$ cat config.mk
export PLATFORM = sky130hd
export DESIGN_NAME = mult8_sequencer
export DESIGN_NICKNAME = d
export VERILOG_FILES = /design/src/rtl/mult8_sequencer.sv
export SDC_FILE = /design/constraint.sdc
export NUM_CORES = 1
export LEC_CHECK = 0
export CORE_MARGIN = 2
export CORE_UTILIZATION = 50
export CTS_CLUSTER_SIZE = 40
export DETAILED_ROUTE_END_ITERATION = 10
export GPL_ROUTABILITY_DRIVEN = 0
export PLACE_DENSITY = 0.84
export SETUP_SLACK_MARGIN = 0.05
export SLEW_MARGIN = 5
export SYNTH_ARGS = -nofsm -noshare
export SYNTH_HDL_FRONTEND = slang
export SYNTH_SLANG_ARGS = --single-unit
$ cat constraint.sdc
create_clock -name clk -period 4.8 [get_ports clk]
set_input_delay 0.96 -clock clk [delete_from_list [all_inputs] [get_ports clk]]
set_output_delay 0.96 -clock clk [all_outputs]
set_load 0.005 [all_outputs]
$ cat src/rtl/mult8_sequencer.sv
// mult8_sequencer: 8x8 unsigned multiplier built from four passes through an
// external combinational 4x4 array multiplier (mul_a/mul_b out, mul_p back).
// Valid/ready on both the operand side and the product side.
// Optional feature: define MULT8_ZERO_SKIP_EN to bypass the four passes when
// either operand is zero at acceptance (result 0 is presented immediately).
`timescale 1ns/1ps

module mult8_sequencer (
    input  logic        clk,
    input  logic        rst_n,
    input  logic        in_valid,
    output logic        in_ready,
    input  logic [7:0]  a,
    input  logic [7:0]  b,
    output logic        out_valid,
    input  logic        out_ready,
    output logic [15:0] product,
    output logic        busy,
    output logic [3:0]  mul_a,
    output logic [3:0]  mul_b,
    input  logic [7:0]  mul_p
);

    typedef enum logic [1:0] {
        IDLE = 2'd0,
        MUL  = 2'd1,
        DONE = 2'd2
    } state_t;

    state_t      state_q, state_d;
    logic [1:0]  pass_q, pass_d;
    logic [7:0]  a_q, a_d;
    logic [7:0]  b_q, b_d;
    logic [15:0] product_q, product_d;

    logic        accept;
    logic        zero_skip;
    logic [15:0] pass_term;

    assign accept = in_valid && (state_q == IDLE);

`ifdef MULT8_ZERO_SKIP_EN
    // A zero operand makes the result known at acceptance, so skip the passes.
    assign zero_skip = (a == 8'd0) || (b == 8'd0);
`else
    assign zero_skip = 1'b0;
`endif

    // Nibble selection for the external multiplier; quiet (0) outside MUL.
    // pass bit0 picks the A nibble, pass bit1 picks the B nibble.
    always_comb begin
        mul_a = 4'd0;
        mul_b = 4'd0;
        if (state_q == MUL) begin
            mul_a = pass_q[0] ? a_q[7:4] : a_q[3:0];
            mul_b = pass_q[1] ? b_q[7:4] : b_q[3:0];
        end
    end

    // Align the 4x4 partial product: weight is 4 bits per high nibble used.
    always_comb begin
        pass_term = 16'd0;
        case (pass_q)
            2'd0:    pass_term = {8'd0, mul_p};
            2'd1:    pass_term = {4'd0, mul_p, 4'd0};
            2'd2:    pass_term = {4'd0, mul_p, 4'd0};
            default: pass_term = {mul_p, 8'd0};
        endcase
    end

    // Next-state, operand capture and accumulation.
    always_comb begin
        state_d   = state_q;
        pass_d    = pass_q;
        a_d       = a_q;
        b_d       = b_q;
        product_d = product_q;
        case (state_q)
            IDLE: begin
                if (accept) begin
                    a_d       = a;
                    b_d       = b;
                    pass_d    = 2'd0;
                    product_d = 16'd0;
                    state_d   = zero_skip ? DONE : MUL;
                end
            end
            MUL: begin
                // Sum of all four terms tops out at 0xFE01, so no carry-out.
                product_d = product_q + pass_term;
                pass_d    = pass_q + 2'd1;
                if (pass_q == 2'd3) begin
                    state_d = DONE;
                end
            end
            DONE: begin
                // Product is held (and kept after the handshake) until the
                // next acceptance clears it.
                if (out_ready) begin
                    state_d = IDLE;
                end
            end
            default: begin
                state_d = IDLE;
            end
        endcase
    end

    // State and datapath registers with asynchronous reset.
    always_ff @(posedge clk or negedge rst_n) begin
        if (!rst_n) begin
            state_q   <= IDLE;
            pass_q    <= 2'd0;
            a_q       <= 8'd0;
            b_q       <= 8'd0;
            product_q <= 16'd0;
        end else begin
            state_q   <= state_d;
            pass_q    <= pass_d;
            a_q       <= a_d;
            b_q       <= b_d;
            product_q <= product_d;
        end
    end

    assign in_ready  = (state_q == IDLE);
    assign busy      = (state_q != IDLE);
    assign out_valid = (state_q == DONE);
    assign product   = product_q;

endmodule

== Word level (Yosys, flattened, before mapping) ==
Index checks and enable logic that the tools add are counted.

* Bits in registers: 36
* Input bits: 28
* Output and inout bits: 27
* Word-level logic and storage cells: 37

* Add/sub/neg operators: 2
* Equality and inequality tests: 8
* Muxes and demuxes: 13
* Reduce and logical (&&, ||, !) cells: 9

{| class="wikitable"
|+ Operators with widths
! operator !! number
|-
| case mux 16 bit (2 select lines) || 2
|-
| adder 16 bit || 1
|-
| two-way mux 16 bit || 1
|-
| two-way mux 4 bit || 4
|-
| two-way mux 2 bit || 4
|-
| == test 2 bit, second input constant || 3
|-
| != test 2 x 1 -> 1 bit, second input constant || 3
|-
| case mux 2 bit (3 select lines) || 1
|-
| == test 2 x 1 -> 1 bit, second input constant || 2
|-
| zero test 2 bit || 2
|-
| case mux 2 bit (2 select lines) || 1
|-
| AND reduction 2 bit || 2
|-
| nonzero test 2 bit || 2
|-
| AND reduction 3 bit || 1
|-
| adder 2 x 1 -> 2 bit, second input constant || 1
|-
| OR reduction 2 bit || 1
|-
| logical AND 1 bit || 1
|}

== Longest topological paths before layout ==
* Word-level depth: 5
* Mapped depth: 15
* Mapped depth without buffers: 14

== Worst setup path before layout ==
No wires, ideal clock.

* Path type: reg2reg
* From: register pass_q[0]
* To: register product_q[15] (netlist: product[15])
* Library setup time: 69 ps
* Arrival time: 2772 ps
* Setup slack: 1960 ps
* Stages on the path, launching flop included: 16
* Buffers on the path: 3
* Clock period less this slack: 2840 ps
* Cell sequence: dfrtp_1 clkbuf_1 inv_1 ha_1 clkbuf_1 nand2_1 o21ai_0 ha_1 buf_6 a21oi_2 o21ai_1 a21oi_1 o21ai_1 xor2_1 or3_1 nand3_1

* Longest elaborated chain between the ends: 5

{| class="wikitable"
|+ RTL lines
! item !! line !! source
|-
| from (decl) || 31 || <nowiki>logic [1:0] pass_q, pass_d;</nowiki>
|-
| from (signal assigned) || 119 || <nowiki>pass_q <= pass_d;</nowiki>
|-
| == test 2 bit / == test 2 x 1 -> 1 bit (equally long branches) || 63 || <nowiki>case (pass_q)</nowiki>
|-
| OR reduction 2 bit (no line) || -- ||
|-
| case mux 16 bit (2 select lines) (*) || 63 ||
|-
| adder 16 bit (*) || 90 || <nowiki>product_d = product_q + pass_term;</nowiki>
|-
| case mux 16 bit (2 select lines) (*) || 78 || <nowiki>case (state_q)</nowiki>
|-
| to (signal assigned) || 122 || <nowiki>product_q <= product_d;</nowiki>
|-
| to (decl) || 34 || <nowiki>logic [15:0] product_q, product_d;</nowiki>
|}

Mark *: on every way between the ends. The rest lies on a longest branch, timed or not.
A chain may end at the register's enable or synchronous reset.

== Worst setup path in the final report ==
* From: register pass_q[0]
* To: register product_q[10] (netlist: product[10])

Same word-level chain as after synthesis.

==> out/results.tsv <==
stage	metric	value	unit
outcome	outcome	complete, no violations	
yosys	synth-edff-count	0	
worst_setup_path	arrival	3.45	ns
detailed_routing	dr_total_vias	2034	
finish	layout.nets	358	
worst_setup_path	endpoint	product[10]$_DFFE_PN0P_	
sta	relSlewSlack	22.9	%
yosys	async_reset_ff_share	100	%
power	pwr_density_cell	757	nW/µm²
global_routing	grt_use_total	22.3	%
worst_setup_path	cp-start-kind	register	
clock_network	clkLatencyLatePin	0.30	ns
yosys	synth_cell_types	34	
clock_network	cts_setup_buffers	0	
yosys	yosys-top-cells-area	dfrtp_1 38%, ha_1 9.4%, mux2_2 7.5%	
worst_setup_path	cp.required	4.98	ns
yosys	netlist_instances	261	
floorplan	start_util	51.2	%
clock_network	cts_sinks	36	
detailed_routing	drc	0	
sta	max_freq	0.306	GHz
global_routing	antenna_found_initial	0	
worst_setup_path	worst_setup_path_end_kind	register	
global_routing	grt_max_degree	37	
finish	fillers	388	
clock_network	clockBufferDepth	2	
floorplan	rows	25	
yosys	synth-seq-cells	36	
sta	setup_viol	0	
clock_network	hold_buffers	0	
global_routing	grt_pass1_wl	9320	µm
detailed_routing	drtIter0Drc	177	
floorplan	dieArea	5350	µm²
yosys	synth.top_cell.area_share	37.7	%
sta	finalHoldViolCount	0	
floorplan	io_pins	55	
worst_setup_path	crit_chain	ha_1 > nor2b_1 > and2_1 > ha_1 > inv_1 > fa_1 > inv_1 > a21oi_1 > o21ai_0 > a21oi_1 > o21ai_0 > mux2i_1 > nand2_1	
floorplan	core	4660	µm²
detailed_routing	ant_nets	0	
worst_setup_path	worst_r2r_path_depth	13	
worst_setup_path	crit_path_max_fanout	17	
sta	fin_crit_sh	68.2	%
worst_hold_path	hold_path.class	register to register	
power	vdd_drop_max	0.364	mV
worst_setup_path	r2r_setup_slack	1.53	ns
clock_network	cts_resized	0	
detailed_routing	wl_per_cell	14.7	µm
sta	tns	0	ns
sta	rsz0062_at_grt	false	
floorplan	dieHeight	73.1	µm
yosys	yosys-top-cells-count	36 x dfrtp_1, 28 x nand2_1, 22 x o21ai_0, 20 x nand3_1, 18 x ha_1	
yosys	yosys.area.top_type	dfrtp_1	
sta	fin_hold_ws	0.508	ns
yosys	syn_area	2390	µm²
yosys	yosysMostFrequentCell	dfrtp_1	
sta	finClkSkew	0.00689	ns
finish	syn2layout_area_growth	28.2	%
sta	final_max_slew_viol_count	0	
finish	num_antenna_cells	0	
detailed_routing	vias_per_cell	5.56	
worst_setup_path	crit_type	register to register	
yosys	syn_nets	308	
yosys	seq_area_frac_synth	37.7	%
clock_network	cts_tree	yes	
global_routing	grt_remaining_overflow	0	
yosys	ys.flop_type	dfrtp_1	
sta	worst_slew_pin_slew	1.15	ns
worst_setup_path	rr_startpoint	pass_q[0]$_DFFE_PN0P_	
clock_network	numCtsBuffers	5	
sta	min_period	3.27	ns
detailed_routing	drtPass1Iterations	4	
clock_network	htreeDepth	2	
worst_setup_path	slowest_stage	dfrtp_1	
global_routing	grt_pass1_vias	2052	
placed_design	port_buffers	54	
floorplan	die_x	73.1	µm
yosys	yosys_warnings	0	
run	drv_cap	0	
clock_network	clockRootBuffer	clkbuf_8	
worst_setup_path	critPathLaunch	pass_q[0]$_DFFE_PN0P_	
detailed_routing	wl	5360	µm
power	leakagePower	1.32	nW
worst_setup_path	r2r-end	product[10]$_DFFE_PN0P_	
worst_setup_path	crit_path_max_incr_delay	0.58	ns
yosys	syn_avg_cell_area	9.15	µm²
finish	layout-drive-gt1-share	9.94	%
placed_design	dpl.hpwl	3950	µm
clock_network	clk_pin_slew_worst_paths	0.07	ns
[through the flow]
| stage | setup WS (ns) | total power [mW] | area (µm²) | util, % | std cells |
|---|---|---|---|---|---|
| floorplan | 1.96 | 1.58 | 2390 | - | 261 |
| CTS | 1.55 | 2.32 | 3060 | 65.7 | 366 |
| finish | 1.53 | 2.32 | 3060 | 65.7 | 366 |
| detailed placement | 1.39 | 2.05 | 2950 | 63.4 | 358 |
| global placement | 1.47 | 2.00 | 2950 | 63.4 | 358 |
| global route | 1.20 | 2.54 | 3060 | 65.7 | 366 |
[worst min path at each step]
stage / endpoint / startpoint / slack [ns] / cells after the start
2_1_floorplan: b_q[0]$_DFFE_PN0P_ / b_q[0]$_DFFE_PN0P_ / 0.48 / 1
3_3_place_gp: b_q[1]$_DFFE_PN0P_ / b_q[1]$_DFFE_PN0P_ / 0.49 / 1
3_5_place_dp: b_q[6]$_DFFE_PN0P_ / b_q[6]$_DFFE_PN0P_ / 0.49 / 1
4_1_cts: b_q[6]$_DFFE_PN0P_ / b_q[6]$_DFFE_PN0P_ / 0.51 / 1
5_1_grt: a_q[5]$_DFFE_PN0P_ / a_q[5]$_DFFE_PN0P_ / 0.53 / 1
6_report: b_q[6]$_DFFE_PN0P_ / b_q[6]$_DFFE_PN0P_ / 0.51 / 1
[area by class of cell]
class                   count  area [µm²]  area share (%)
clock buffers               6        72.6            2.37
clock inverters             2        35.0            1.14
inverters                  11        41.3            1.35
multi-input cells         201        1390            45.4
flip-flops and latches     36         901            29.4
well taps                  54        67.6            2.21
repair buffers             56         556            18.1
[worst max-delay path, delay by kind of cell, from the launching register on]
| family | cells | cell delay, ns |
|---|---|---|
| adder cells (fa/ha/maj) | 3 | 0.96 |
| buffers and inverters | 2 | 0.12 |
| AND/OR/NAND/NOR | 3 | 0.46 |
| AO/OA/AOI/OAI | 4 | 0.86 |
| multiplexers | 1 | 0.17 |
| flip-flops | 1 | 0.58 |
[metal layers]
metal | up-vias | global-route usage, % | wire length (µm)
met5 | - | 0 | 0
met4 | 0 | 6.79 | 52
met3 | 7 | 6.91 | 351
met2 | 63 | 35.5 | 2550
met1 | 955 | 29.1 | 2410
li1 | 1009 | - | -
[sequential cells by signal, indices dropped and copies added (netlist names)]
signal   count
product     16
state_q      2
a_q          8
b_q          8
pass_q       2
[report_power, final]
group	switching, mW	internal [mW]
Combinational	0.750	0.723
Sequential	0.118	0.460
Clock	0.113	0.154
[cell usage in the layout (no fill, tap or decap), drive strengths merged, types with 10 or more instances in the layout]
master,n
mux2i,10
dfrtp,36
inv,11
nor2,17
a21oi,15
clkdlybuf4s50,54
nand3,20
o21ai,26
nand2,29
ha,18
mux2,16
[kinds of logic (layout without fill, tap and decap cells)]
| family | Yosys count | after routing | synth area share (%) |
|---|---|---|---|
| AO/OA/AOI/OAI | 56 | 56 | 14.2 |
| XOR/XNOR | 12 | 12 | 4.40 |
| adder cells (fa/ha/maj) | 19 | 19 | 10.3 |
| buffers and inverters | 24 | 75 | 4.14 |
| flip-flops | 36 | 36 | 37.7 |
| multiplexers | 26 | 26 | 11.7 |
| AND/OR/NAND/NOR | 88 | 88 | 17.5 |
(Power assumes the default switching activity.)
